### config.mk
export PLATFORM = sky130hd
export DESIGN_NAME = qos_occupancy_tracker
export DESIGN_NICKNAME = d
export VERILOG_FILES = /design/src/rtl/qos_occupancy_tracker.sv
export SDC_FILE = /design/constraint.sdc
export NUM_CORES = 1
export LEC_CHECK = 0
export CAP_MARGIN = 20
export CORE_AREA = 2 2 131 133
export CTS_CLUSTER_DIAMETER = 200
export DETAILED_ROUTE_END_ITERATION = 8
export DIE_AREA = 0 0 133 135
export HOLD_SLACK_MARGIN = 0.1
export SLEW_MARGIN = 20
export SYNTH_ARGS = -nofsm -noshare
export SYNTH_HDL_FRONTEND = slang
export SYNTH_SLANG_ARGS = --single-unit
### constraint.sdc
create_clock -name clock -period 5.82 [get_ports clock]
set_clock_uncertainty 0.15 [all_clocks]
set_input_delay 1.164 -clock clock [delete_from_list [all_inputs] [get_ports clock]]
set_output_delay 1.164 -clock clock [all_outputs]
set_load 0.05 [all_outputs]
### src/rtl/qos_occupancy_tracker.sv
// qos_occupancy_tracker
//   Tracks live fill levels and peaks of NUM_Q queues from enqueue/dequeue
//   strobes. On each frame_start it takes a snapshot that stays stable for
//   the whole frame, so the VGA renderer can read it by queue index.
//
// Ports
//   clock        system clock, rising edge
//   reset        asynchronous active-high reset
//   enq, deq     per-queue enqueue / dequeue strobes (one packet per cycle)
//   frame_start  one-cycle pulse at the start of a display frame
//   clear_flags  clears the sticky overflow / underflow flags
//   rd_sel       snapshot read index
//   rd_level     snapshot level of queue rd_sel, 1-cycle latency
//   rd_peak      snapshot peak of queue rd_sel, 1-cycle latency
//   snap_valid   a snapshot has been taken since reset
//   snap_done    pulse in the cycle after a snapshot
//   ovf_flags    sticky: enqueue while full
//   udf_flags    sticky: dequeue while empty
module qos_occupancy_tracker #(
    parameter int unsigned NUM_Q = 4,
    parameter int unsigned DEPTH = 8,
    parameter int unsigned CNT_W = 4,
    parameter int unsigned SEL_W = 2
) (
    input  logic             clock,
    input  logic             reset,
    input  logic [NUM_Q-1:0] enq,
    input  logic [NUM_Q-1:0] deq,
    input  logic             frame_start,
    input  logic             clear_flags,
    input  logic [SEL_W-1:0] rd_sel,
    output logic [CNT_W-1:0] rd_level,
    output logic [CNT_W-1:0] rd_peak,
    output logic             snap_valid,
    output logic             snap_done,
    output logic [NUM_Q-1:0] ovf_flags,
    output logic [NUM_Q-1:0] udf_flags
);

    localparam logic [CNT_W-1:0] FULL = CNT_W'(DEPTH);
    localparam logic [CNT_W-1:0] ONE  = CNT_W'(1);

    logic [CNT_W-1:0] level_q      [NUM_Q];
    logic [CNT_W-1:0] level_d      [NUM_Q];
    logic [CNT_W-1:0] peak_q       [NUM_Q];
    logic [CNT_W-1:0] snap_level_q [NUM_Q];
    logic [CNT_W-1:0] snap_peak_q  [NUM_Q];
    logic [NUM_Q-1:0] ovf_set;
    logic [NUM_Q-1:0] udf_set;
    logic [CNT_W-1:0] rd_level_d;
    logic [CNT_W-1:0] rd_peak_d;

    function automatic logic [CNT_W-1:0] max_cnt(input logic [CNT_W-1:0] a,
                                                 input logic [CNT_W-1:0] b);
        return (a > b) ? a : b;
    endfunction

    // Next live level and error events; simultaneous enq+deq is cut-through.
    always_comb begin
        ovf_set = '0;
        udf_set = '0;
        for (int q = 0; q < NUM_Q; q++) begin
            level_d[q] = level_q[q];
            case ({enq[q], deq[q]})
                2'b10: begin
                    if (level_q[q] == FULL) ovf_set[q] = 1'b1;
                    else                    level_d[q] = level_q[q] + ONE;
                end
                2'b01: begin
                    if (level_q[q] == '0) udf_set[q] = 1'b1;
                    else                  level_d[q] = level_q[q] - ONE;
                end
                default: ;
            endcase
        end
    end

    // Snapshot read mux; indices with no queue behind them read as zero.
    always_comb begin
        rd_level_d = '0;
        rd_peak_d  = '0;
        for (int q = 0; q < NUM_Q; q++) begin
            if (rd_sel == SEL_W'(q)) begin
                rd_level_d = snap_level_q[q];
                rd_peak_d  = snap_peak_q[q];
            end
        end
    end

    // Live levels, peak windows and frame snapshots.
    always_ff @(posedge clock or posedge reset) begin
        if (reset) begin
            for (int q = 0; q < NUM_Q; q++) begin
                level_q[q]      <= '0;
                peak_q[q]       <= '0;
                snap_level_q[q] <= '0;
                snap_peak_q[q]  <= '0;
            end
        end else begin
            for (int q = 0; q < NUM_Q; q++) begin
                level_q[q] <= level_d[q];
                if (frame_start) begin
                    snap_level_q[q] <= level_q[q];
                    snap_peak_q[q]  <= max_cnt(peak_q[q], level_q[q]);
                    peak_q[q]       <= level_d[q];
                end else begin
                    peak_q[q]       <= max_cnt(peak_q[q], level_d[q]);
                end
            end
        end
    end

    // Registered readout and status; a new set event beats clear_flags.
    always_ff @(posedge clock or posedge reset) begin
        if (reset) begin
            rd_level   <= '0;
            rd_peak    <= '0;
            snap_valid <= 1'b0;
            snap_done  <= 1'b0;
            ovf_flags  <= '0;
            udf_flags  <= '0;
        end else begin
            rd_level   <= rd_level_d;
            rd_peak    <= rd_peak_d;
            snap_valid <= snap_valid | frame_start;
            snap_done  <= frame_start;
            ovf_flags  <= (clear_flags ? '0 : ovf_flags) | ovf_set;
            udf_flags  <= (clear_flags ? '0 : udf_flags) | udf_set;
        end
    end

endmodule

# == After elaboration in Yosys (flattened, before gate mapping) ==
# Index checks and enable logic that the tools add are counted.
# totals
reg_bits,82
elab_cells,115
# op_classes
n_addsub,8
magnitude_cmp,8
n_eq_ne,19
n_mux,50
n_bitwise,3
reduce_logical,5
# ops
op,count
4-bit two-way mux,30
4-bit greater-than comparator,8
4-bit case mux with 2 select lines,4
"4-bit by 1-bit adder with 4-bit output, second input constant",4
"4-bit == test, second input constant",4
4-bit logical NOT,4
1-bit two-way mux,16
"4-bit by 1-bit subtractor with 4-bit output, second input constant",4
"2-bit == test, second input constant",6
"2-bit by 1-bit == test with 1-bit output, second input constant",5
"2-bit != test, second input constant",4
4-bit bitwise OR,2
2-bit logical NOT,1
1-bit bitwise OR,1

# == Depth between registers and ports, before layout ==
# logic_depth
word_depth,6
depth_mapped,13

# == Least setup slack after synthesis ==
# No wires, ideal clock.
# synth_timing
path_type,input to register
from,input port enq[1]
to,register peak_q[10] in the netlist's numbering
setup_time_ns,0.125
t_arrival_ns,3.437
setup_slack_ns,2.108
cell_stages,10
cell_sequence,inv_1 ha_1 clkbuf_1 nor2_1 mux4_2 nor2_2 ha_1 a41o_1 a21oi_1 mux2_2
# synth_lines
item,line,text
"start, declared",27,"input logic [NUM_Q-1:0] enq,"
"end signal, assigned by index",105,peak_q[q] <= level_d[q];
"end signal, assigned by index",107,"peak_q[q] <= max_cnt(peak_q[q], level_d[q]);"
"end, declared",45,logic [CNT_W-1:0] peak_q [NUM_Q];

==> impl_metrics.tcl <==
set metrics [dict create \
    synthCells 458 \
    max_slew_margin_pct 53.9 \
    grt_pass1_wl_um 18100 \
    ys_ff_latch 82 \
    hpwl_um 7670 \
    worstPathArrival_ns 4.10 \
    critPathKind "in -> reg" \
    finalPower_mw 2.98 \
    io_buffers 31 \
    synth_edf_count 0 \
    regToRegSetupSlack_ns 2.50 \
    die-area_mm2 0.0180 \
    hold_viol 0 \
    async_flop_share_pct 100 \
    final.setup.worst_slack_ns 1.80 \
    coreArea_mm2 0.0164 \
    drv_slew 0 \
    cp-start-kind "primary input" \
    die_w_um 133 \
    clock_latency_ns 0.34 \
    synthFlopType "dfrtp_1" \
    grt_start_max_net_pins 55 \
    power_density_mw_per_mm2 519 \
    cts_resized 0 \
    cts-htree-levels 3 \
    grt_usage_pct 12.6 \
    post-route-period-util_pct 69.0 \
    placedCellCount 693 \
    p_leak_nw 2.54 \
    n_fill_cell 1586 \
    final.min_clock_period_ns 4.02 \
    ctsHoldBuffers 0 \
    yosysWarnings 0 \
    syn_nets 520 \
    hold_class "reg -> reg" \
    fin_util_pct 35.0 \
    fmax_mhz 249 \
    worstPathRequired_ns 5.90 \
    path_max_fanout 11 \
    dr.pass1.iters 4 \
    antenna_left 0 \
    post_drt_wl_per_cell_um 14.9 \
    ys_seq_area_share_pct 42.0 \
    fin_cells 709 \
    finalSetupViolCount 0 \
    drv_cap 0 \
    grt_overflow 0 \
    floorplan.rows 47 \
    dieHeight_um 135 \
    grt_pass1_vias 3629 \
    remaining_drc_errors 0 \
    status "finished, final reports clean" \
    num_vias 3517 \
    drive_above_1_share_pct 15.1 \
    synthesis.area_mm2 0.00489 \
    antenna_found_initial 0 \
    place_ws_ns 1.43 \
    initial_core_util_pct 29.8 \
    syn_to_final_growth_pct 17.5 \
    gp_congestion 0.804 \
    tns_ns 0 \
    clkSinkCount 82 \
    cts-root-buf "clkbuf_16" \
    ir_drop_v 0.000201 \
    cts_buffers 9 \
    nets 546 \
    crit_path_end_kind "flip-flop" \
    avgSynthCellArea_um2 10.7 \
    drt_iter0_markers 230 \
    ios 32 \
    vias_per_cell 4.96 \
    n_antenna_cell 0 \
    tightest_slew_ns 0.691 \
    rsz0062_at_grt "false" \
    post_cts.repair.setup_buffers 0 \
    path_clk_slew_ns 0.06 \
    cts_tree "yes" \
    synth_cell_types 42 \
    wirelength_um 10600 \
    cts_buffer_depth 2 \
]
==> through the flow <==
step / hold WS, ns / instance area (um2)
floorplan: 0.325 / 4890
global placement: 0.307 / 5410
detailed placement: 0.306 / 5410
CTS: 0.324 / 5740
global route: 0.336 / 5740
finish: 0.326 / 5740
==> worst paths after layout <==
kind                                      startpoint  depth (start not counted)                      to
worst min register to register  snap_valid$_DFF_PP0_                          1    snap_valid$_DFF_PP0_
worst max-delay path                          enq[0]                         10  peak_q[14]$_DFFE_PP0P_
min in group asynchronous                      reset                          2  udf_flags[3]$_DFF_PP0_
worst min-delay path            snap_valid$_DFF_PP0_                          1    snap_valid$_DFF_PP0_
worst max register to register  level_q[0]$_DFF_PP0_                         10   peak_q[2]$_DFFE_PP0P_
max in group asynchronous                      reset                          3   rd_level[2]$_DFF_PP0_
==> layout make-up <==
type	instances	area [um2]	area share, %
multi-input combinational	308	2570	44.8
timing repair buffer	33	320	5.58
inverter	50	189	3.29
clock inverter	5	103	1.79
sequential	82	2050	35.7
clock buffer	11	233	4.05
tap	220	275	4.79
==> state kept, by name (all words and copies together), names as in the netlist <==
signal and flops:
level_q 16, ovf_flags 4, peak_q 16, rd_level 4, rd_peak 4, snap_done 1, snap_level_q 16, snap_peak_q 16
snap_valid 1, udf_flags 4
==> per-layer routing <==
metal / vias up / track usage, % / part of all wire [%]
met3: 17 / 2.52 / 3.5
met5: - / 0 / 0
met4: 0 / 5.44 / 1.7
li1: 1699 / - / -
met2: 52 / 20.8 / 49
met1: 1749 / 16.1 / 46
==> power by group <==
| part | leakage, nW | total, mW | internal [mW] | switching (mW) |
|---|---|---|---|---|
| clock network | 0.160 | 0.656 | 0.419 | 0.237 |
| logic | 1.31 | 1.38 | 0.647 | 0.734 |
| registers | 1.07 | 0.946 | 0.754 | 0.192 |
==> cell usage in the layout, fill, tap and decap left out, types with 10 or more instances in the layout <==
cell type,n
mux2i_1,25
nand2_1,10
inv_1,49
clkdlybuf4s50_1,30
o21ai_0,12
nor2_1,41
ha_1,48
mux2_2,32
dfrtp_1,82
a21oi_1,44
mux4_2,11
==> critical path, stage by stage <==
cell and delay, ns:
clkdlybuf4s50_1 0.48, inv_1 0.05, ha_1 0.46, nor2_1 0.08
mux4_2 0.47, nor2_2 0.17, ha_1 0.26, a41o_1 0.24
a21oi_1 0.34, mux2_2 0.38
==> synth_stat cells, types with 9 or more instances <==
library cell,instances,area (um2)
dfrtp_1,82,2050
a21oi_1,44,220
mux2i_1,25,250
mux4_2,11,248
inv_1,50,188
nand2_1,10,37.5
mux2_2,32,360
nor2b_1,9,56.3
nor2_1,41,154
o21ai_0,12,60.1
ha_1,48,601
clkbuf_1,10,37.5
==> cell families after synthesis <==
family	synth area share, %
DFF	42.0
muxes	17.6
AOI/OAI and AO/OA	13.4
and+or+nand+nor	9.32
buffers and inverters	5.38
adders and majority gates	12.3
Note: power is estimated with default switching activity, not from simulation.
